--- config.mk ---
export PLATFORM = sky130hd
export DESIGN_NAME = ne_fp_sfr_align_pipe_w16s4
export DESIGN_NICKNAME = d
export VERILOG_FILES = /design/src/rtl/ne_fp_sfr_align_pipe_w16s4_pkg.sv /design/src/rtl/ne_fp_sfr_blk.sv /design/src/rtl/ne_fp_sfr_align_pipe_w16s4.sv
export SDC_FILE = /design/constraint.sdc
export NUM_CORES = 1
export LEC_CHECK = 0
export ABC_AREA = 1
export CAP_MARGIN = 20
export CORE_AREA = 2 2 71 87
export CTS_CLUSTER_DIAMETER = 30
export CTS_CLUSTER_SIZE = 28
export DETAILED_ROUTE_END_ITERATION = 8
export DIE_AREA = 0 0 73 89
export PLACE_DENSITY = 0.67
export RECOVER_POWER = 100
export SLEW_MARGIN = 20
export SYNTH_ARGS = -nofsm -noshare
export SYNTH_HDL_FRONTEND = slang
export SYNTH_SLANG_ARGS = --single-unit
--- constraint.sdc ---
create_clock -name clk -period 3.4 [get_ports clk]
set_input_delay 0.68 -clock clk [delete_from_list [all_inputs] [get_ports clk]]
set_output_delay 0.68 -clock clk [all_outputs]
set_load 0.02 [all_outputs]
--- src/rtl/ne_fp_sfr_align_pipe_w16s4_pkg.sv ---
// rtl/ne_fp_sfr_align_pipe_w16s4_pkg.sv - shared constants and fill helper for the alignment right shifter
package ne_fp_sfr_align_pipe_w16s4_pkg;

    // Internal shift-index width; narrower shift ports are zero-extended to this.
    localparam int NE_FP_SF_MAX = 6;

    function automatic logic fill_of(input logic msb, input bit signed_mode);
        return signed_mode & msb;
    endfunction

endpackage

--- src/rtl/ne_fp_sfr_blk.sv ---
// rtl/ne_fp_sfr_blk.sv - combinational right-shift slice covering levels LVL_LO..LVL_HI with sticky
module ne_fp_sfr_blk
    import ne_fp_sfr_align_pipe_w16s4_pkg::*;
#(
    parameter int BW_DATA = 16,
    parameter int SIGNED  = 0,
    parameter int LVL_LO  = 0,
    parameter int LVL_HI  = 1
) (
    input  logic [BW_DATA-1:0]     a,
    input  logic [LVL_HI-LVL_LO:0] ss,
    input  logic                   fill,
    input  logic                   sticky_in,
    output logic [BW_DATA-1:0]     z,
    output logic                   sticky_out
);

    localparam logic [BW_DATA-1:0] ONES = '1;

    logic fill_eff;

    assign fill_eff = fill_of(fill, SIGNED != 0);

    // ss[k] selects a shift of 2**(LVL_LO+k); levels at or beyond the word width saturate.
    always_comb begin
        z          = a;
        sticky_out = sticky_in;
        for (int k = 0; k <= LVL_HI - LVL_LO; k++) begin
            if (ss[k]) begin
                if ((1 << (LVL_LO + k)) >= BW_DATA) begin
                    sticky_out = sticky_out | (|z);
                    z          = {BW_DATA{fill_eff}};
                end else begin
                    sticky_out = sticky_out | (|(z & ~(ONES << (1 << (LVL_LO + k)))));
                    z          = (z >> (1 << (LVL_LO + k)))
                               | ({BW_DATA{fill_eff}} & ~(ONES >> (1 << (LVL_LO + k))));
                end
            end
        end
    end

endmodule

--- src/rtl/ne_fp_sfr_align_pipe_w16s4.sv ---
// rtl/ne_fp_sfr_align_pipe_w16s4.sv - two-stage pipelined exponent-alignment right shifter with sticky
module ne_fp_sfr_align_pipe_w16s4
    import ne_fp_sfr_align_pipe_w16s4_pkg::*;
#(
    parameter int BW_DATA = 16,
    parameter int BW_SF   = 4,
    parameter int SIGNED  = 0
) (
    input  logic               clk,
    input  logic               rst_n,
    input  logic               in_vld,
    output logic               in_rdy,
    input  logic [BW_DATA-1:0] in_data,
    input  logic [BW_SF-1:0]   in_sft,
    output logic               out_vld,
    input  logic               out_rdy,
    output logic [BW_DATA-1:0] out_data,
    output logic               out_sticky
);

    localparam int SW = NE_FP_SF_MAX;

    logic [SW-1:0]      ss;
    logic               in_fill;
    logic               adv1;
    logic               adv2;
    logic               in_fire;
    logic [BW_DATA-1:0] s1_data_d;
    logic [BW_DATA-1:0] s1_data_q;
    logic [SW-3:0]      s1_sft_q;
    logic               s1_sticky_d;
    logic               s1_sticky_q;
    logic               s1_fill_q;
    logic               s1_vld_q;
    logic [BW_DATA-1:0] out_data_d;
    logic [BW_DATA-1:0] out_data_q;
    logic               out_sticky_d;
    logic               out_sticky_q;
    logic               out_vld_q;

    assign ss      = SW'(in_sft);
    assign in_fill = fill_of(in_data[BW_DATA-1], SIGNED != 0);

    assign adv2    = !out_vld_q || out_rdy;
    assign adv1    = !s1_vld_q || adv2;
    assign in_rdy  = adv1 && rst_n;
    assign in_fire = in_vld && in_rdy;

    ne_fp_sfr_blk #(
        .BW_DATA (BW_DATA),
        .SIGNED  (SIGNED),
        .LVL_LO  (0),
        .LVL_HI  (1)
    ) u_stage1 (
        .a          (in_data),
        .ss         (ss[1:0]),
        .fill       (in_fill),
        .sticky_in  (1'b0),
        .z          (s1_data_d),
        .sticky_out (s1_sticky_d)
    );

    ne_fp_sfr_blk #(
        .BW_DATA (BW_DATA),
        .SIGNED  (SIGNED),
        .LVL_LO  (2),
        .LVL_HI  (SW-1)
    ) u_stage2 (
        .a          (s1_data_q),
        .ss         (s1_sft_q),
        .fill       (s1_fill_q),
        .sticky_in  (s1_sticky_q),
        .z          (out_data_d),
        .sticky_out (out_sticky_d)
    );

    // Payload registers only load with a valid beat so a stalled output never changes.
    always_ff @(posedge clk) begin
        if (!rst_n) begin
            s1_vld_q     <= 1'b0;
            s1_data_q    <= '0;
            s1_sft_q     <= '0;
            s1_sticky_q  <= 1'b0;
            s1_fill_q    <= 1'b0;
            out_vld_q    <= 1'b0;
            out_data_q   <= '0;
            out_sticky_q <= 1'b0;
        end else begin
            if (adv1) begin
                s1_vld_q <= in_fire;
                if (in_fire) begin
                    s1_data_q   <= s1_data_d;
                    s1_sft_q    <= ss[SW-1:2];
                    s1_sticky_q <= s1_sticky_d;
                    s1_fill_q   <= in_fill;
                end
            end
            if (adv2) begin
                out_vld_q <= s1_vld_q;
                if (s1_vld_q) begin
                    out_data_q   <= out_data_d;
                    out_sticky_q <= out_sticky_d;
                end
            end
        end
    end

    assign out_vld    = out_vld_q;
    assign out_data   = out_data_q;
    assign out_sticky = out_sticky_q;

endmodule

==> results.txt, run 1 <==
Along the worst path, the maximum fanout reaches 3. The number of max-slew violations in the final report is 0. The min-delay analysis places its worst path in the category register to register.

Counting every net in the synthesized netlist gives 337. The tools report the worst flop-to-flop path startpoint as s1_sft_q[0]. The worst setup path is of the primary input to primary output kind. dfxtp_1 takes more of the synthesized area than any other cell. The proportion of synthesized chip area in sequential cells was 36.1%; the number of levels the H-tree was split into was 2.

The logs give 4340 um for the post-detailed-routing wire length and 1,716 for the number of global-route vias before repair. After filler insertion, the fill cell instance count of the layout stands at 601. The tools report the overall via count from detail_route as 1,968. Ranked by total cell area, the synthesized netlist is headed by dfxtp_1, nand2_1, a21oi_1, nor2_1, inv_1. Dividing the detail-routed via count by the number of cells gives 4.79. Timing would allow up to 353 MHz. The logs give 50.4% for the relative slew slack and 0 for the max-capacitance violation count. Setup repair after global routing left no endpoint under its margin. After clock tree synthesis, the clock-pin slew on the worst setup and hold paths is 0.07 ns. The total area inside the core boundary comes to 5590 um2.

The congestion estimate from routability-driven global placement came to 0.873. The tools report the initial antenna violation count as 0. The cell count after synthesis came out at 313. The final routed wire length divided by cell count came out at 10.6 um. The later pin in the worst-skew pair is clocked with a latency of 0.29 ns. Cells with a size suffix above 1 make up 8.93% of the layout. For the worst setup path, the data required time is 2.72 ns.

0 antenna diodes ended up in the layout. TritonCTS built the clock tree. After synthesis, the share of flip-flops with an asynchronous set or reset is 0%. The number of nets in the final layout came out at 370. For this run, the leading register cell type out of synthesis is dfxtp_1. For the number of hold buffers added after cts, the log shows 0.

Measured along the y axis, the die boundary spans 89 um. The I/O pin count was 43; the number of cells on the worst reg-to-reg path was 6. The analysis attributes to cell leakage a power of 1.12 nW. The final hold violation count was 0.

The number of enable-type register cells in the synthesized netlist was 0; the horizontal extent of the die was 73 um. At the worst endpoint, the arrival time is 2.15 ns. The total chip power is 0.000982 W. The first global-routing pass estimated 7400 um of wire. Setup total negative slack on the finished layout was measured at 0 ns.

The clock net in this run drives a total of 38 sinks. From synthesis to final layout, the design area changed by 22.2%. The count of standard-cell rows was 30; the post-synthesis instance area was 2100 um2.

The worst path in the final design needs a cycle of 2.83 ns, including I/O delays and setup. The share of the synthesized area in the top cell type came out at 36.1%. The worst-case IR drop observed on VDD is 0.138 mV.

The mean post-synth cell area is 6.72 um2, and the violation count after the first detailed-route iteration is 92. The initial core utilization was 37.6%. The die covers 6500 um2. The tools report the capturing point of the worst reg2reg path as out_data[2]. TritonCTS created 5 clock buffers. The number of nets with antenna violations after detailed routing was 0. Launching element type of the critical path: a primary input.

The run gives 26 as the pin count of the biggest net entering global routing. The tools report the iteration count of the initial detailed-routing pass as 4. For the total half-perimeter wirelength after legalization and detailed placement, the log shows 3410 um. Global routing used 14.5% of the available tracks across all layers.

In this run, post-CTS repair resized a total of 0 instances. For the overflow left after global routing, the log shows 0. The worst path uses 83.3% of the clock period. The count of buffers added on input and output ports is 42. The worst setup path is captured at a primary output.

The post-synthesis sequential element count came out at 38. The run gives 2 as the clock tree buffer depth. The slew at the pin closest to its max-slew limit was 0.744 ns. Power spread over the standard cell area amounts to 382 nW/um2. Post-CTS timing repair inserted 0 buffers for setup.

Clock tree synthesis selected as its root buffer the cell clkbuf_8. The post-detailed-route DRC marker count was 0; the number of unique standard cell types used by synthesis was 26. The launch point of the worst path was out_rdy. Yosys printed 0 warnings. Setup violations remaining at the end of the flow were counted as 0. The most critical setup path has its endpoint at in_rdy. The run finished with clean final reports. Clock skew on the completed layout was measured at 0.00584 ns.

Across all register-to-register paths, the minimum setup slack is 1.81 ns.
-- report_power, final --
group          leakage (nW)  total [W]  switching [W]  internal (W)
Sequential            0.310   0.000483      0.0000178      0.000465
Clock                0.0482   0.000315       0.000151      0.000163
Combinational         0.758   0.000184       0.000106     0.0000774
-- worst min path at each step --
stage	startpoint	end	slack (ns)	depth (start not counted)
finish	out_data[13]	out_data[13]	0.46	2
global route	out_data[15]	out_data[15]	0.48	2
CTS	out_data[15]	out_data[15]	0.47	2
detailed placement	out_data[15]	out_data[15]	0.46	2
global placement	out_data[15]	out_data[15]	0.45	2
floorplan	s1_data_q[0]	s1_data_q[0]	0.44	2
-- worst max-delay path: stages --
cell and delay, ns:
dlygate4sd3_1 0.53, inv_1 0.08, nand3_2 0.10, nand2_1 0.08, inv_1 0.03, dlygate4sd3_1 0.64
-- cell families (layout without fill, tap and decap cells) --
logic type / count (synthesis) / after routing / share of synthesized area [%]
simple gates: 131 / 131 / 25.8
compound gates: 89 / 89 / 25.1
buf+inv: 55 / 89 / 12.9
flops: 38 / 38 / 36.1
-- stage by stage --
stage	setup WS, ns	hold slack, ns	util (%)	area [um2]	instances
after floorplan	1.46	0.444	-	2100	313
after global placement	0.741	0.453	44.5	2490	403
after detailed placement	0.724	0.456	44.5	2490	403
after CTS	0.725	0.467	46.2	2580	411
after global routing	0.379	0.477	46.0	2570	411
final	0.569	0.461	46.0	2570	411
-- registers in the layout, summed over array words and instances (netlist names) --
signal,count
out_data,16
s1_data_q,16
s1_sft_q,2
out_sticky,1
out_vld,1
s1_sticky_q,1
s1_vld_q,1
-- layout by cell type (no fill, tap or decap), types with 3 or more instances in the layout --
master,n
a21oi_1,32
a22oi_1,4
clkbuf_8,6
clkdlybuf4s50_1,21
dfxtp_1,38
dlygate4sd3_1,21
inv_1,35
nand2_1,78
nand2_2,3
nand3_1,5
nor2_1,38
o211ai_1,7
o21ai_0,24
o21ai_1,9
o21ai_2,9
-- routing by layer --
metal	global-route usage (%)	up-vias	wire (um)
met5	0	-	0
met4	5.39	0	112
met3	3.95	9	182
met2	24.2	52	1960
met1	17.7	833	2080
li1	-	1074	-
-- area by class of cell --
| class | instances | area [um2] | area share, % |
|---|---|---|---|
| clock buffer | 7 | 86.3 | 3.36 |
| clock inverter | 1 | 5.00 | 0.195 |
| inverter | 37 | 141 | 5.50 |
| multi-input combinational | 220 | 1070 | 41.5 |
| sequential | 38 | 761 | 29.6 |
| tap | 64 | 80.1 | 3.11 |
| timing repair buffer | 44 | 432 | 16.8 |
-- cell usage after synthesis, types with 2 or more instances --
master / n
nand4_1: 2
buf_2: 8
nand3_1: 5
nor2_1: 37
inv_2: 3
nand2_1: 77
a22oi_1: 4
buf_6: 5
inv_1: 33
o21ai_1: 22
a21oi_2: 2
dfxtp_1: 38
o21ai_0: 11
o211ai_1: 7
nor2_2: 3
nand2_2: 4
buf_4: 4
o21ai_2: 9
a21oi_1: 32
Note: power is estimated with default switching activity, not from simulation.
==> run 2, diff against run 1 <==
==> constraint.sdc (replaced) <==
create_clock -name clk -period 3 [get_ports clk]
set_input_delay 0.6 -clock clk [delete_from_list [all_inputs] [get_ports clk]]
set_output_delay 0.6 -clock clk [all_outputs]
set_load 0.02 [all_outputs]
==> results.txt, run 2 (synthesis results as in run 1) <==
The tools report the final hold violation count as 0 (unchanged). The tools report the number of levels the H-tree was split into as 2 (unchanged). Fraction of layout instances using a drive strength above 1: 9.77% (+0.84 points).

The y dimension of the die came out at 89 um (unchanged). The final routed wire length divided by cell count came out at 10.7 um (+1.0%). The weighted congestion reported at the end of routability-driven placement was 0.877 (+0.48%); the number of max-slew violations in the final report was 0 (unchanged).

The logs give 0 (unchanged) for the post-detailed-route DRC marker count and 43 (unchanged) for the I/O pin count. The area of the multi-input gates is 1070 um2 (unchanged), and the instance area at placement is 2500 um2 (+0.30%). For the area of the die, the log shows 6500 um2 (unchanged). The tools report the number of fill cells as 622 (+3.5%).

The worst setup path is of the primary input to primary output kind. The delay contributed by the slowest stage of the critical path works out to 0.64 ns (about the same). The slew at the pin closest to its max-slew limit is 0.753 ns (+0.00872 ns), and the iteration count of the initial detailed-routing pass is 4 (unchanged). The tools report the launching element type of the critical path as a primary input. The relative slew slack came out at 49.8% (-0.65 points). The number of global-route vias before repair came out at 1,735 (+1.1%).

The overflow left after global routing was 0 (unchanged); the cell area power density was 455 nW/um2 (+19%). The highest fanout seen on the critical path is 3 (unchanged). Timing would allow up to 372 MHz.

The pin count of the biggest net entering global routing is 26 (unchanged). The worst setup path is captured at a primary output. The horizontal extent of the die came out at 73 um (unchanged). Max-capacitance violation count: 0 (unchanged).

The post-CTS clock slew at the launch and capture registers of the worst setup and hold paths was 0.07 ns (about the same); the total routing resource utilization after global routing was 14.7% (+0.18 points). The slowest stage of the critical path is the dlygate4sd3_1 cell. The area growth from synthesis to final layout is 23.4%.

The run gives 0 ns (unchanged) as the total negative slack for setup checks. The area taken by flip-flops and latches was 761 um2 (unchanged); the initial core utilization was 37.6% (unchanged). The first-pass GRT wire length was 7520 um (+1.7%). The tree is rooted in a clkbuf_8. The post-route clock skew was 0.00581 ns (-0.0000205 ns); the post-CTS resize count was 0 (unchanged). The total half-perimeter wirelength after legalization and detailed placement came out at 3440 um (+0.94%).

The number of buffers created by CTS was 5 (unchanged); the count of endpoints failing setup in the final report was 0 (unchanged). Path category of the worst min-delay check: register to register. Walking the worst path, the cells encountered are dlygate4sd3_1, inv_1, nand3_2, nand2_1, inv_1, dlygate4sd3_1.

TritonCTS built the clock tree. The overall via count from detail_route came out at 1,981 (+0.66%). The insertion delay to the later sink of the worst-skew pair came out at 0.29 ns (about the same).

The number of hold buffers added after cts is 0 (unchanged), and the number of nets with antenna violations after detailed routing is 0 (unchanged). The flow ran to the end, and the final reports show no timing, DRC or antenna violations. The count of standard-cell rows was 30 (unchanged); the finished layout cell area was 2600 um2 (+0.97%). The leading cell type in the layout, fill and taps excluded is nand2_1. Total leakage power: 1.13 nW (+1.1%). The buffer count from post-CTS setup fixing is 0 (unchanged).

The tools report the number of sinks handled by clock tree synthesis as 38 (unchanged). The final critical delay including setup and external delays came out at 2.68 ns. The tools report the violation count after the first detailed-route iteration as 75 (-18%).

The count of port buffers added during placement was 42 (unchanged). For the number of antenna diodes, the log shows 0 (unchanged). Clock tree buffer depth: 2 (unchanged). Core area: 5590 um2 (unchanged).

For the initial antenna violation count, the log shows 0 (unchanged). The signal arrival time at the worst endpoint is 2.08 ns (-0.07 ns). The worst voltage drop across the vdd grid was 0.179 mV (+30%). Setup repair after global routing left no endpoint under its margin. The run gives 2.40 ns (-0.32 ns) as the worst path required time.

The setup slack of the most critical reg-to-reg path was 1.37 ns (-0.44 ns); the fraction of the cycle the final worst path needs was 89.5%. The post-detailed-routing wire length is 4390 um (+1.3%). The number of nets in the final layout is 371 (+0.27%). The via count normalized by instance count came out at 4.81 (+0.42%). In the layout the commonest cells are nand2_1, nor2_1, dfxtp_1, inv_1, a21oi_1.
==> run 2: routing by layer <==
metal | global-route usage [%] | wire length [um]
met5 | 0 | 0
met4 | 5.05 | 35
met3 | 3.49 | 160
met2 | 25.9 | 2140
met1 | 17.3 | 2060
==> run 2: where the power goes <==
part | internal [W] | total [W] | switching (W)
Combinational | 0.0000889 | 0.000211 | 0.000122
Clock | 0.000245 | 0.000423 | 0.000178
Sequential | 0.000527 | 0.000547 | 0.0000200
Total | 0.000861 | 0.00118 | 0.000320
==> run 2: critical path, delay by kind of cell <==
| kind | cells | cell delay (ns) |
|---|---|---|
| buf+inv | 4 | 1.30 |
| simple gates | 2 | 0.19 |
==> run 2: final timing paths <==
| kind | start | endpoint | cells past startpoint |
|---|---|---|---|
| min reg2reg | out_data[12] | out_data[12] | 2 |
| max reg2reg | s1_sft_q[0] | out_data[1] | 6 |
| max | out_rdy | in_rdy | 6 |
| min | out_data[12] | out_data[12] | 2 |
==> run 2: layout make-up <==
class	instances	share of cell area, %
Multi-Input combinational cell	220	41.1
Tap cell	64	3.08
Timing Repair Buffer	45	16.9
Inverter	37	5.44
Clock buffer	5	2.65
Sequential cell	38	29.3
Clock inverter	3	1.54
==> run 2: per-stage QoR <==
step / setup slack (ns) / total power, W / std cells / hold WS [ns] / utilization (%)
floorplan: 1.22 / 0.000710 / 313 / 0.444 / -
global placement: 0.500 / 0.000775 / 404 / 0.453 / 44.7
detailed placement: 0.483 / 0.000778 / 404 / 0.455 / 44.7
finish: 0.315 / 0.00118 / 412 / 0.461 / 46.4
global route: 0.224 / 0.00124 / 412 / 0.477 / 46.4
CTS: 0.481 / 0.00120 / 412 / 0.467 / 46.6
==> run 3, diff against run 2 <==
--- a/config.mk
+++ b/config.mk
@@ -6,12 +6,11 @@
 export NUM_CORES = 1
 export LEC_CHECK = 0
 export ABC_AREA = 1
-export CAP_MARGIN = 20
-export CORE_AREA = 2 2 71 87
+export CORE_AREA = 3 3 72 88
 export CTS_CLUSTER_DIAMETER = 30
 export CTS_CLUSTER_SIZE = 28
 export DETAILED_ROUTE_END_ITERATION = 8
-export DIE_AREA = 0 0 73 89
+export DIE_AREA = 0 0 75 91
 export PLACE_DENSITY = 0.67
 export RECOVER_POWER = 100
 export SLEW_MARGIN = 20
==> constraint.sdc (replaced) <==
create_clock -name clk -period 2.8 [get_ports clk]
set_input_delay 0.56 -clock clk [delete_from_list [all_inputs] [get_ports clk]]
set_output_delay 0.56 -clock clk [all_outputs]
set_load 0.02 [all_outputs]
==> results.txt, run 3 (synthesis results as in run 1) <==
The flow ran to the end, and the final reports show no timing, DRC or antenna violations. The post-detailed-routing wire length was 4470 um (+1.7%); the post-CTS resize count was 0 (unchanged). The overflow left after global routing was 0 (unchanged).

The setup slack of the most critical reg-to-reg path is 0.85 ns (-0.52 ns). The path category of the worst min-delay check is register to register. Y dimension of the die: 91 um (+2.2%). The horizontal extent of the die was 75 um (+2.7%); the iteration count of the initial detailed-routing pass was 4 (unchanged).

The I/O pin count was 43 (unchanged). For the violation count after the first detailed-route iteration, the log shows 70 (-6.7%). The cell area power density is 529 nW/um2 (+16%), and the relative slew slack is 36.7% (-13 points). The logs give 0 (unchanged) for the final hold violation count and 0.29 ns (about the same) for the insertion delay to the later sink of the worst-skew pair.

The worst setup path is captured at a primary output. The area taken by flip-flops and latches came out at 761 um2 (unchanged). The top cell types in the final layout, fill and taps aside, are nand2_1, nor2_1, dfxtp_1, inv_1, a21oi_1.

Relative to the synthesized area, the layout overhead comes to 24.3%. The root buffer cell chosen for the clock tree is clkbuf_8. The number of antenna diodes came out at 0 (unchanged). The run gives 38 (unchanged) as the number of sinks handled by clock tree synthesis. The number of cells on the worst reg-to-reg path is 5 (-1), and the number of levels the H-tree was split into is 2 (unchanged).

The number of fill cells is 605 (-2.7%), and the area of the multi-input gates is 1050 um2 (-1.2%). The number of nets in the final layout is 371 (unchanged), and the post-route clock skew is 0.00612 ns (+0.000303 ns). The clock tree buffer depth is 2 (unchanged), and the initial core utilization is 37.6% (unchanged). The weighted congestion reported at the end of routability-driven placement was 0.871 (-0.75%); the first-pass GRT wire length was 7620 um (+1.4%). The delay contributed by the slowest stage of the critical path was 0.64 ns (about the same). The tools report the count of endpoints failing setup in the final report as 0 (unchanged).

The worst flop-to-flop path startpoint is out_vld. The count of cells along the worst hold path works out to 2 (unchanged). The worst path in the final design needs a cycle of 2.57 ns, including I/O delays and setup. The initial antenna violation count is 0 (unchanged). The run gives 0 (unchanged) as the max-capacitance violation count. The highest fanout seen on the critical path was 3 (unchanged); the core area was 5590 um2 (unchanged).

The number of nets with antenna violations after detailed routing was 0 (unchanged); the number of hold buffers added after cts was 0 (unchanged). The logs give 0.460 ns (-0.000771 ns) for the worst hold slack and 2.01 ns (-0.07 ns) for the signal arrival time at the worst endpoint. For the worst path required time, the log shows 2.24 ns (-0.16 ns). The critical path starts at out_rdy. Via count normalized by instance count: 4.78 (-0.50%). The final routed wire length divided by cell count came out at 10.8 um (+1.7%).

The pin count of the biggest net entering global routing was 26 (unchanged); the slew at the pin closest to its max-slew limit was 0.947 ns (+0.194 ns). The launch instance of the worst min-delay path is out_data[14]. Timing would allow up to 390 MHz. The buffers plus inverters on the worst setup path came out at 4 (unchanged).

TritonCTS built the clock tree. For the overall via count from detail_route, the log shows 1,971 (-0.50%). The signal on the critical path passes through dlygate4sd3_1, inv_1, nand3_2, nand2_1, inv_1, dlygate4sd3_1. The post-detailed-route DRC marker count is 0 (unchanged), and the number of global-route vias before repair is 1,800 (+3.7%). For this design, the slowest cell found on the critical path is dlygate4sd3_1. The total negative slack for setup checks is 0 ns (unchanged). Kind of cell with the highest combined delay on the critical path: buffers and inverters. The tools report the capturing point of the worst reg2reg path as s1_data_q[9]. The number of buffers created by CTS is 5 (unchanged), and the total leakage power is 1.14 nW (+0.64%).

Setup repair after global routing left no endpoint under its margin. The area of the die was 6830 um2 (+5.0%); the buffer count from post-CTS setup fixing was 0 (unchanged). Type of the worst setup path: primary input to primary output.

The tools report the count of standard-cell rows as 30 (unchanged). The leading cell type in the layout, fill and taps excluded is nand2_1. The worst setup path is launched from a primary input.

The worst voltage drop across the vdd grid is 0.173 mV (-3.3%), and the number of max-slew violations in the final report is 0 (unchanged). The fraction of layout instances using a drive strength above 1 came out at 9.20% (-0.57 points). Fraction of the cycle the final worst path needs: 91.7%. The capture endpoint of the worst hold path was out_data[14]. The logs give 3450 um (+0.37%) for the total half-perimeter wirelength after legalization and detailed placement and 14.1% (-0.60 points) for the total routing resource utilization after global routing. The count of port buffers added during placement was 42 (unchanged); the post-CTS clock slew at the launch and capture registers of the worst setup and hold paths was 0.07 ns (about the same).
[run 3: cell types whose count changed in the layout (fill, tap and decap cells not counted)]
cell	delta
bufinv_16	+1
clkbuf_1	+1
clkbuf_8	+1
nand3_4	-1
nand3_1	+1
o21ai_0	-1
clkinv_2	-2
buf_4	-1
o21ai_1	+1
[run 3: report_power, final]
group	internal (W)	switching, W
sequential	0.000565	0.0000219
clock	0.000380	0.000193
combinational	0.0000940	0.000130
[run 3: worst max-delay path by stage]
stage	cells after the start	endpoint	slack [ns]
2_1_floorplan	4	in_rdy	1.10
3_3_place_gp	4	in_rdy	0.31
3_5_place_dp	4	in_rdy	0.31
4_1_cts	4	in_rdy	0.30
5_1_grt	5	s1_data_q[9]	0.13
6_report	6	in_rdy	0.23
[run 3: tightest hold or removal path: cells and delay by family, from the launching register on]
| family | cells | cell delay, ns |
|---|---|---|
| AO/OA/AOI/OAI | 1 | 0.05 |
| AND/OR/NAND/NOR | 1 | 0.06 |
| flip-flops | 1 | 0.31 |
[run 3: metal layers]
metal  vias to the layer above  wire length, um  global-route usage, %  share of wire [%]
met5                         -                0                      0                  0
met2                        41             2080                   23.8                 47
met3                         6              179                   3.21                4.0
met4                         0               80                   5.79                1.8
met1                       845             2130                   16.6                 48
li1                       1079                -                      -                  -
[run 3: area by class of cell]
cell class | count | area share [%]
multi-input cells | 220 | 40.3
flip-flops and latches | 38 | 29.1
repair buffers | 45 | 16.7
inverters | 37 | 5.41
clock buffers | 6 | 3.16
well taps | 64 | 3.06
clock inverters | 2 | 2.30
[run 3: per-stage QoR]
stage / util [%] / cell area, um2 / power (W) / setup WS [ns] / std cells
floorplan: - / 2100 / 0.000761 / 1.10 / 313
detailed placement: 44.7 / 2500 / 0.000834 / 0.305 / 404
CTS: 47.2 / 2640 / 0.00141 / 0.300 / 412
global placement: 44.7 / 2500 / 0.000831 / 0.312 / 404
finish: 46.8 / 2620 / 0.00138 / 0.233 / 412
global route: 46.8 / 2620 / 0.00145 / 0.126 / 412
